`config.mk`:
```
export PLATFORM = sky130hd
export DESIGN_NAME = x_top_uart_bist
export DESIGN_NICKNAME = d
export VERILOG_FILES = /design/src/rtl/x_top_uart_pkg.sv /design/src/rtl/x_top_uart_rx.sv /design/src/rtl/x_top_uart_tx.sv /design/src/rtl/x_top_uart_bist.sv
export SDC_FILE = /design/constraint.sdc
export NUM_CORES = 1
export LEC_CHECK = 0
export ABC_AREA = 1
export CORE_ASPECT_RATIO = 1.2
export CORE_MARGIN = 8
export CORE_UTILIZATION = 65
export DETAILED_ROUTE_END_ITERATION = 10
export DONT_BUFFER_PORTS = 1
export GPL_ROUTABILITY_DRIVEN = 0
export PLACE_DENSITY = 0.81
export SLEW_MARGIN = 30
export SYNTH_ARGS = -nofsm -noshare
export SYNTH_HDL_FRONTEND = slang
export SYNTH_SLANG_ARGS = --single-unit
```
`constraint.sdc`:
```
create_clock -name i_clk -period 3.25 [get_ports i_clk]
set_clock_uncertainty 0.15 [all_clocks]
set_input_delay 0 -clock i_clk [delete_from_list [all_inputs] [get_ports i_clk]]
set_output_delay 0 -clock i_clk [all_outputs]
set_load 0.01 [all_outputs]
```
`src/rtl/x_top_uart_pkg.sv`:
```
// Shared types and constants for the UART loopback BIST and its TX/RX engines.
package x_top_uart_pkg;

  // BIST sequencer states
  typedef enum logic [1:0] {
    StIdle,
    StSend,
    StWait,
    StDone
  } bist_state_e;

  // UART transmitter states
  typedef enum logic [1:0] {
    TxIdle,
    TxStart,
    TxData,
    TxStop
  } tx_state_e;

  // UART receiver states
  typedef enum logic [1:0] {
    RxIdle,
    RxStart,
    RxData,
    RxStop
  } rx_state_e;

  localparam logic [7:0] LfsrSeed = 8'h01;
  // Feedback taps b7, b5, b4, b3
  localparam logic [7:0] LfsrTaps = 8'b1011_1000;

  // One step of the left-shifting Fibonacci LFSR; feedback enters bit 0.
  function automatic logic [7:0] lfsr_next(input logic [7:0] v);
    return {v[6:0], ^(v & LfsrTaps)};
  endfunction

endpackage

```
`src/rtl/x_top_uart_rx.sv`:
```
// 8N1 UART receiver; o_valid pulses for one cycle per byte with a good stop bit.
module x_top_uart_rx
  import x_top_uart_pkg::*;
#(
  parameter int unsigned p_clk_hz = 12000000,
  parameter int unsigned p_baud   = 115200
) (
  input  logic       i_clk,
  input  logic       i_nrst,
  input  logic       i_rx,
  output logic       o_valid,
  output logic [7:0] o_data
);

  localparam int unsigned ClksPerBit = p_clk_hz / p_baud;
  localparam logic [15:0] BitLast    = 16'(ClksPerBit - 1);
  localparam logic [15:0] HalfLast   = 16'(ClksPerBit / 2 - 1);

  rx_state_e   state_q, state_d;
  logic [15:0] cnt_q, cnt_d;
  logic [2:0]  bit_q, bit_d;
  logic [7:0]  data_q, data_d;
  logic        valid_q, valid_d;
  logic        s1_q, s2_q;

  assign o_valid = valid_q;
  assign o_data  = data_q;

  // Next-state: qualify start at mid-bit, then sample each bit one period later
  always_comb begin
    state_d = state_q;
    cnt_d   = cnt_q;
    bit_d   = bit_q;
    data_d  = data_q;
    valid_d = 1'b0;
    unique case (state_q)
      RxIdle: begin
        if (!s2_q) begin
          state_d = RxStart;
          cnt_d   = '0;
        end
      end
      RxStart: begin
        if (cnt_q == HalfLast) begin
          cnt_d   = '0;
          bit_d   = '0;
          // A glitch shorter than half a bit is not a start bit
          state_d = s2_q ? RxIdle : RxData;
        end else begin
          cnt_d = cnt_q + 16'd1;
        end
      end
      RxData: begin
        if (cnt_q == BitLast) begin
          cnt_d  = '0;
          data_d = {s2_q, data_q[7:1]};
          if (bit_q == 3'd7) begin
            state_d = RxStop;
          end else begin
            bit_d = bit_q + 3'd1;
          end
        end else begin
          cnt_d = cnt_q + 16'd1;
        end
      end
      RxStop: begin
        if (cnt_q == BitLast) begin
          state_d = RxIdle;
          cnt_d   = '0;
          valid_d = s2_q;
        end else begin
          cnt_d = cnt_q + 16'd1;
        end
      end
      default: state_d = RxIdle;
    endcase
  end

  // Two-flop synchronizer plus receiver state
  always_ff @(posedge i_clk or negedge i_nrst) begin
    if (!i_nrst) begin
      s1_q    <= 1'b1;
      s2_q    <= 1'b1;
      state_q <= RxIdle;
      cnt_q   <= '0;
      bit_q   <= '0;
      data_q  <= '0;
      valid_q <= 1'b0;
    end else begin
      s1_q    <= i_rx;
      s2_q    <= s1_q;
      state_q <= state_d;
      cnt_q   <= cnt_d;
      bit_q   <= bit_d;
      data_q  <= data_d;
      valid_q <= valid_d;
    end
  end

endmodule

```
`src/rtl/x_top_uart_tx.sv`:
```
// 8N1 UART transmitter with a valid/accept byte interface; line idles high.
module x_top_uart_tx
  import x_top_uart_pkg::*;
#(
  parameter int unsigned p_clk_hz = 12000000,
  parameter int unsigned p_baud   = 115200
) (
  input  logic       i_clk,
  input  logic       i_nrst,
  input  logic       i_valid,
  input  logic [7:0] i_data,
  output logic       o_accept,
  output logic       o_tx
);

  localparam int unsigned ClksPerBit = p_clk_hz / p_baud;
  localparam logic [15:0] BitLast    = 16'(ClksPerBit - 1);

  tx_state_e   state_q, state_d;
  logic [15:0] cnt_q, cnt_d;
  logic [2:0]  bit_q, bit_d;
  logic [7:0]  shreg_q, shreg_d;
  logic        line_q, line_d;

  assign o_accept = i_valid && (state_q == TxIdle);
  assign o_tx     = line_q;

  // Next-state: start bit, eight data bits LSB first, one stop bit
  always_comb begin
    state_d = state_q;
    cnt_d   = cnt_q;
    bit_d   = bit_q;
    shreg_d = shreg_q;
    line_d  = line_q;
    unique case (state_q)
      TxIdle: begin
        line_d = 1'b1;
        if (o_accept) begin
          state_d = TxStart;
          cnt_d   = '0;
          shreg_d = i_data;
          line_d  = 1'b0;
        end
      end
      TxStart: begin
        if (cnt_q == BitLast) begin
          state_d = TxData;
          cnt_d   = '0;
          bit_d   = '0;
          line_d  = shreg_q[0];
          shreg_d = {1'b0, shreg_q[7:1]};
        end else begin
          cnt_d = cnt_q + 16'd1;
        end
      end
      TxData: begin
        if (cnt_q == BitLast) begin
          cnt_d = '0;
          if (bit_q == 3'd7) begin
            state_d = TxStop;
            line_d  = 1'b1;
          end else begin
            bit_d   = bit_q + 3'd1;
            line_d  = shreg_q[0];
            shreg_d = {1'b0, shreg_q[7:1]};
          end
        end else begin
          cnt_d = cnt_q + 16'd1;
        end
      end
      TxStop: begin
        if (cnt_q == BitLast) begin
          state_d = TxIdle;
          cnt_d   = '0;
        end else begin
          cnt_d = cnt_q + 16'd1;
        end
      end
      default: state_d = TxIdle;
    endcase
  end

  // State register; line held high through reset
  always_ff @(posedge i_clk or negedge i_nrst) begin
    if (!i_nrst) begin
      state_q <= TxIdle;
      cnt_q   <= '0;
      bit_q   <= '0;
      shreg_q <= '0;
      line_q  <= 1'b1;
    end else begin
      state_q <= state_d;
      cnt_q   <= cnt_d;
      bit_q   <= bit_d;
      shreg_q <= shreg_d;
      line_q  <= line_d;
    end
  end

endmodule

```
`src/rtl/x_top_uart_bist.sv`:
```
// UART loopback BIST: sends LFSR bytes, checks each echo, counts mismatches and timeouts.
module x_top_uart_bist
  import x_top_uart_pkg::*;
#(
  parameter int unsigned p_clk_hz      = 12000000,
  parameter int unsigned p_baud        = 115200,
  parameter int unsigned p_num_bytes   = 16,
  parameter int unsigned p_timeout_cyc = 4 * (p_clk_hz / p_baud) * 10
) (
  input  logic       i_clk,
  input  logic       i_nrst,
  input  logic       i_start,
  input  logic       i_rx,
  output logic       o_tx,
  output logic       o_busy,
  output logic       o_pass,
  output logic       o_fail,
  output logic [7:0] o_err_cnt
);

  localparam logic [31:0] TmoLast  = 32'(p_timeout_cyc - 1);
  localparam logic [15:0] ByteLast = 16'(p_num_bytes - 1);

  bist_state_e state_q, state_d;
  logic [7:0]  err_q, err_d;
  logic [15:0] byte_cnt_q, byte_cnt_d;
  logic [31:0] tmo_q, tmo_d;
  logic [7:0]  lfsr_q, lfsr_d;

  logic        tx_valid, tx_accept;
  logic        rx_valid;
  logic [7:0]  rx_data;
  logic        byte_evt, add_err;

  assign tx_valid = (state_q == StSend);

  x_top_uart_tx #(
    .p_clk_hz (p_clk_hz),
    .p_baud   (p_baud)
  ) u_tx (
    .i_clk    (i_clk),
    .i_nrst   (i_nrst),
    .i_valid  (tx_valid),
    .i_data   (lfsr_q),
    .o_accept (tx_accept),
    .o_tx     (o_tx)
  );

  x_top_uart_rx #(
    .p_clk_hz (p_clk_hz),
    .p_baud   (p_baud)
  ) u_rx (
    .i_clk   (i_clk),
    .i_nrst  (i_nrst),
    .i_rx    (i_rx),
    .o_valid (rx_valid),
    .o_data  (rx_data)
  );

  // Sequencer next-state: send a byte, wait for echo or timeout, repeat
  always_comb begin
    state_d    = state_q;
    err_d      = err_q;
    byte_cnt_d = byte_cnt_q;
    tmo_d      = tmo_q;
    lfsr_d     = lfsr_q;
    byte_evt   = 1'b0;
    add_err    = 1'b0;
    unique case (state_q)
      StIdle, StDone: begin
        if (i_start) begin
          state_d    = StSend;
          err_d      = '0;
          byte_cnt_d = '0;
          tmo_d      = '0;
          lfsr_d     = LfsrSeed;
        end
      end
      StSend: begin
        if (tx_accept) begin
          state_d = StWait;
          tmo_d   = '0;
        end
      end
      StWait: begin
        // An echo on the expiry cycle wins over the timeout
        if (rx_valid) begin
          byte_evt = 1'b1;
          add_err  = (rx_data != lfsr_q);
        end else if (tmo_q == TmoLast) begin
          byte_evt = 1'b1;
          add_err  = 1'b1;
        end else begin
          tmo_d = tmo_q + 32'd1;
        end
        if (add_err && (err_q != 8'hFF)) begin
          err_d = err_q + 8'd1;
        end
        if (byte_evt) begin
          lfsr_d     = lfsr_next(lfsr_q);
          byte_cnt_d = byte_cnt_q + 16'd1;
          tmo_d      = '0;
          state_d    = (byte_cnt_q == ByteLast) ? StDone : StSend;
        end
      end
      default: state_d = StIdle;
    endcase
  end

  // Sequencer state register
  always_ff @(posedge i_clk or negedge i_nrst) begin
    if (!i_nrst) begin
      state_q    <= StIdle;
      err_q      <= '0;
      byte_cnt_q <= '0;
      tmo_q      <= '0;
      lfsr_q     <= LfsrSeed;
    end else begin
      state_q    <= state_d;
      err_q      <= err_d;
      byte_cnt_q <= byte_cnt_d;
      tmo_q      <= tmo_d;
      lfsr_q     <= lfsr_d;
    end
  end

  // Status outputs decoded from registered state
  always_comb begin
    o_busy    = (state_q == StSend) || (state_q == StWait);
    o_pass    = (state_q == StDone) && (err_q == 8'd0);
    o_fail    = (state_q == StDone) && (err_q != 8'd0);
    o_err_cnt = err_q;
  end

endmodule

```
---- Yosys cells after proc, flatten, opt, wreduce, memory -nomap -nowiden ----
Cells that the tools add are included.
word-level totals
  register bits after elaboration ......... 128
  bits of input ports ..................... 4
  output and inout bits ................... 12
  logic and storage cells ................. 154
cells by class
  add/sub/neg operators ................... 7
  equal/unequal tests ..................... 36
  muxes and demuxes ....................... 65
  reduce and logical (&&, ||, !) cells .... 29
operators by type and width
  cell                     number
  $mux W32                 5
  $mux W16                 7
  $pmux W32 S3             1
  $mux W8                  8
  $pmux W16 S2             2
  $add A16 B1 Y16 const B  3
  $pmux W16 S3             1
  $add A32 B1 Y32 const B  1
  $eq A16 B7 Y1 const B    2
  $eq A32 B13 Y1 const B   1
  $pmux W8 S2              2
  $mux W2                  15
  $pmux W8 S3              1
  $mux W3                  6
  $eq A16 B4 Y1 const B    1
  $eq A16 B6 Y1 const B    1
  $ne A2 B1 Y1 const B     8
  $ne A2 B2 Y1 const B     8
  $pmux W2 S4              2
  $reduce_and A5 Y1        3
  $eq A2 B2 Y1 const B     6
  $pmux W3 S2              2
  $reduce_and A3 Y1        4
  $reduce_and A4 Y1        3
  21 further kinds         44

---- Depth between registers and ports, before layout ----
  word-level depth ........................ 7
  gate-level depth with buffers ........... 12
  depth with buffers taken out ............ 12

---- Hierarchy ----
From an unflattened synthesis, not the netlist that was laid out.
unflattened totals
  cells, all modules ...................... 1068
  area, all modules ....................... 7940.1 um2
modules (own cells, without submodules)
  module           instances  cells an instance  area an instance (um2)
  x_top_uart_bist  1          596                4247.8
  x_top_uart_tx    1          259                1955.6
  x_top_uart_rx    1          213                1736.7

---- Worst setup path after synthesis ----
OpenSTA, ideal clock, no wires.
  path kind ............................... register to register
  start point ............................. register state_q[0]
  end point ............................... register tmo_q[28]
  arrival time ............................ 1.525 ns
  required time ........................... 2.983 ns
  slack ................................... 1.458 ns
  stages on the path, launching flop included .. 10
  path buffers ............................ 1
  clock period less this slack ............ 1.792 ns
  path through ............................ dfrtp_1 -> inv_1 -> ha_1 -> nand2_1 -> nand2_1 -> buf_2 -> nor3_1 -> nand4_1 -> nor2_1 -> nor2_1
on the way
  word-level cells in the longest chain between the ends .. 4
  elaborated cells between the ends (all ways) .. 12
  classes of those cells .................. eq/ne (7); mux (1); reduce/logical (4)
ends and longest elaborated chain
  item                                                            line                                        text
  start: declaration                                              x_top_uart_bist.sv:24                       bist_state_e state_q, state_d;
  start signal: assignment                                        x_top_uart_bist.sv:113                      state_q <= StIdle;
  start signal: assignment                                        x_top_uart_bist.sv:119                      state_q <= state_d;
  $eq A2 B2 Y1, or another cell as far along                      x_top_uart_bist.sv:69                       unique case (state_q)
  $reduce_or A2 Y1 / $logic_and A1 B1 Y1 (equally long branches)  x_top_uart_bist.sv:69, x_top_uart_tx.sv:25
  $ne A2 B2 Y1 (no line)                                          n/a
  $reduce_and A4 Y1 (no line)                                     n/a
  end signal: assignment                                          x_top_uart_bist.sv:122                      tmo_q <= tmo_d;
  end: declaration                                                x_top_uart_bist.sv:27                       logic [31:0] tmo_q, tmo_d;
Several ways; a longest one is shown, not always the timed one.
A chain may end at the register's enable or synchronous reset.

---- Final worst setup path ----
  start point ............................. register u_tx.state_q[0]
  end point ............................... register tmo_q[15]
on the way
  word-level cells in the longest chain between the ends .. 4
ends and longest elaborated chain
  item                         line                 text
  start: declaration           x_top_uart_tx.sv:19  tx_state_e state_q, state_d;
  start signal: assignment     x_top_uart_tx.sv:86  state_q <= TxIdle;
  start signal: assignment     x_top_uart_tx.sv:92  state_q <= state_d;
  $logic_not A2 Y1             x_top_uart_tx.sv:25  assign o_accept = i_valid && (state_q == TxIdle);
  $logic_and A1 B1 Y1          x_top_uart_tx.sv:25
  $ne A2 B2 Y1 (no line)       n/a
  $reduce_and A4 Y1 (no line)  n/a
Every way passes these cells.

==> impl_metrics.csv <==
group,metric,value,unit
floorplan,die_area,15500,µm²
final_layout,area_delta_synth_final,10.0,%
yosys,synth_seq_cells,128,
yosys,synth_common_cells,"nand2_1, nor2_1, inv_1",
worst_setup_path,worst_ep_arrival_time,2.67,ns
pwr,clkPwrFrac,37.6,%
worst_setup_path,critical_path_class,"register to register",
status,violations,"negative hold slack",
routing,routedWlPerCell,13.4,µm
pwr,power,5.02,mW
placed_design,dp_hpwl,11300,µm
job,max-cap-violations,0,
final_layout,diodes,0,
global_route,antenna_found_initial,0,
clock_tree,cts_tree,"done",
timing,tightest_slew,0.644,ns
timing,fin_setup_tns,0,ns
global_route,grt_overflow,0,
timing,fmax,0.404,GHz
final_layout,fillers,992,
pwr,swShare,35.8,%
timing,period_share,76.2,%
floorplan,io_pins,16,
clock_tree,ctsResizeCount,0,
pwr,switchingPower,1.80,mW
pwr,p_int,3.22,mW
yosys,syn_area,7650,µm²
min_path,hold_class,"input port to asynchronous set/reset pin",
worst_setup_path,setup.worst_path.start_class,"register",
routing,drt_iter0_drc,507,
worst_setup_path,r2r-start,"u_tx.state_q[0]$_DFFE_PN0P_",
pwr,pwr-share-comb,26.5,%
yosys,synthDominantCellAreaShare,40.6,%
clock_tree,cts_buffers,17,
worst_setup_path,reg2reg_depth,10,
timing,slew_headroom,57.1,%
clock_tree,clock_path_buffers,2,
yosys,ys_types,37,
global_route,grt_pass1_wl,28700,µm
yosys,ys.flop_type,"dfrtp_1",
yosys,syn_avg_cell_area,7.12,µm²
routing,vias_per_cell,5.40,
worst_setup_path,r2r-end,"tmo_q[15]$_DFFE_PN0P_",
yosys,synthTopCellsByArea,"dfrtp_1, nand2_1, nor2_1, inv_1, nand3_1",
routing,ant_nets,0,
timing,maxSlewViolCount,0,
yosys,syn_inst,1074,
global_route,grt_max_degree,129,
pwr,p_seq_share,35.9,%
final_layout,final_util,73.1,%
global_route,grt_pass1_vias,6378,
floorplan,die_y,135,µm
yosys,yosysWarnings,0,
floorplan,die_x,115,µm
clock_tree,path_clk_slew,0.05,ns
clock_tree,clkLatencyLatePin,0.43,ns
worst_setup_path,required,3.44,ns
placed_design,portBuffers,0,
yosys,seq_area_frac_synth,42.0,%
routing,vias,6765,
timing,finalCriticalPeriod,2.48,ns
routing,drt-total-wl,16800,µm
floorplan,num_rows,43,
clock_tree,cts_root_buf,"clkbuf_16",
status,status,"complete, but fails checks",
clock_tree,ctsHtreeMaxLevel,4,
yosys,synth_most_common_cell,"nand2_1",
timing,hold_slack,-0.0120,ns
routing,drc,0,
worst_setup_path,endpoint_kind,"register",
yosys,synth_nets,1096,
timing,hold_viol_final,1,
floorplan,coreArea,11500,µm²
yosys,async_flop_share,100,%
timing,setup_violations,0,
pwr,power.leakage,3.93,nW
worst_setup_path,path_max_fanout,16,
clock_tree,clock_sinks,128,
final_layout,drive_gt1_share,5.75,%
pwr,vdd_drop_max,0.381,mV
routing,drt_pass1_iterations,5,
worst_setup_path,regToRegSetupSlack,0.77,ns
yosys,post-synth-top-area-cell,"dfrtp_1",
final_layout,nNetsFinal,1104,
pwr,power.density,597,nW/µm²
yosys,synth-edff-count,0,
floorplan,start_util,66.4,%
timing,grt_setup_unrepaired,"false",
global_route,track_usage,22.9,%
-- flip-flops by register name, summed over array words and instances (netlist names), named ones only --
register      count
u_rx.s2_q         1
u_rx.bit_q        3
byte_cnt_q       16
u_rx.s1_q         1
u_tx.o_tx         1
u_rx.state_q      1
u_rx.cnt_q       16
u_tx.bit_q        3
state_q           2
o_err_cnt         8
u_tx.state_q      2
u_tx.shreg_q      8
tmo_q            32
u_tx.cnt_q       16
lfsr_q            8
u_rx.o_valid      1
u_rx.o_data       8
-- worst max path at each step --
stage | end | slack [ns] | depth (start not counted) | startpoint
after floorplan | tmo_q[28]$_DFFE_PN0P_ | 1.46 | 9 | state_q[0]$_DFFE_PN0P_
after global placement | tmo_q[8]$_DFFE_PN0P_ | 0.89 | 10 | u_tx.state_q[0]$_DFFE_PN0P_
after detailed placement | tmo_q[8]$_DFFE_PN0P_ | 0.79 | 10 | u_tx.state_q[0]$_DFFE_PN0P_
after CTS | tmo_q[15]$_DFFE_PN0P_ | 0.78 | 10 | u_tx.state_q[0]$_DFFE_PN0P_
after global routing | tmo_q[15]$_DFFE_PN0P_ | 0.54 | 10 | u_tx.state_q[0]$_DFFE_PN0P_
final | tmo_q[15]$_DFFE_PN0P_ | 0.77 | 10 | u_tx.state_q[0]$_DFFE_PN0P_
-- cell usage in the layout (no fill, tap or decap), drive strengths merged --
master       netlist  final
o21ai             72     72
or2                3      3
o31ai              4      4
nor3b              2      2
nand4             27     27
o22ai             10     10
bufinv             0      2
nor4               3      3
nand2            318    318
buf               16      6
xnor2              7      7
clkinvlp           0      2
ha                18     18
xor2              32     32
clkinv             1      6
dfstp              4      4
nor3              31     31
o211ai             2      2
and2               2      2
dlygate4sd3        0      4
nand3             82     82
clkbuf             5     23
mux2i              2      2
nor2             148    148
dfrtp            124    124
a21oi             19     19
and3               2      2
o21a               1      1
inv              139    139
-- repair_timing --
action | in CTS | in global routing
endpoints found under the hold margin | 134 | 0
setup buffers | 0 | 0
hold buffers | 5 | 0
-- critical path, stage by stage, from the launching register on --
cell and delay, ns:
dfrtp_1 0.40, inv_1 0.08, ha_1 0.25, inv_1 0.34
nand2_1 0.09, nand2_1 0.08, buf_4 0.19, inv_1 0.13
nand2_2 0.29, inv_2 0.21, nor3_1 0.17
-- cells by family (layout without fill, tap and decap cells) --
| logic type | count (synthesis) | count (layout) | synth area share (%) |
|---|---|---|---|
| multiplexers | 2 | 2 | 0.262 |
| XOR/XNOR | 39 | 39 | 4.47 |
| AND/OR/NAND/NOR | 618 | 618 | 34.3 |
| buffers and inverters | 161 | 182 | 8.46 |
| flip-flops | 128 | 128 | 42.0 |
| AO/OA/AOI/OAI | 108 | 108 | 7.61 |
| adder cells (fa/ha/maj) | 18 | 18 | 2.95 |
-- power groups by stage --
| stage | clock network [mW] | logic (mW) | registers [mW] |
|---|---|---|---|
| 2_1_floorplan | 0 | 1.07 | 1.81 |
| 3_3_place_gp | 0 | 1.27 | 1.82 |
| 3_5_place_dp | 0 | 1.29 | 1.83 |
| 4_1_cts | 1.91 | 1.34 | 1.80 |
| 5_1_grt | 1.97 | 1.51 | 1.82 |
| 6_report | 1.89 | 1.33 | 1.80 |
-- area by class of cell --
type,instances,area [µm²],area share [%]
clock buffers,23,478,5.68
repair buffers,10,105,1.25
flip-flops and latches,128,3210,38.1
clock inverters,9,108,1.28
inverters,140,526,6.25
multi-input cells,785,3790,45.1
well taps,157,196,2.33
-- stage by stage --
step	instances	cell area (µm²)	setup slack [ns]
2_1_floorplan	1074	7650	1.46
3_3_place_gp	1215	7760	0.886
3_5_place_dp	1215	7760	0.791
4_1_cts	1252	8410	0.780
5_1_grt	1252	8410	0.540
6_report	1252	8410	0.773
-- metal layers --
| metal | vias to the layer above | track usage [%] | wire length [µm] |
|---|---|---|---|
| li1 | 3437 | - | - |
| met1 | 3147 | 27.3 | 7430 |
| met2 | 147 | 38.6 | 8280 |
| met3 | 34 | 4.64 | 710 |
| met4 | 0 | 11.0 | 373 |
| met5 | - | 0 | 0 |
No activity file was read; power rests on OpenSTA's default activity.
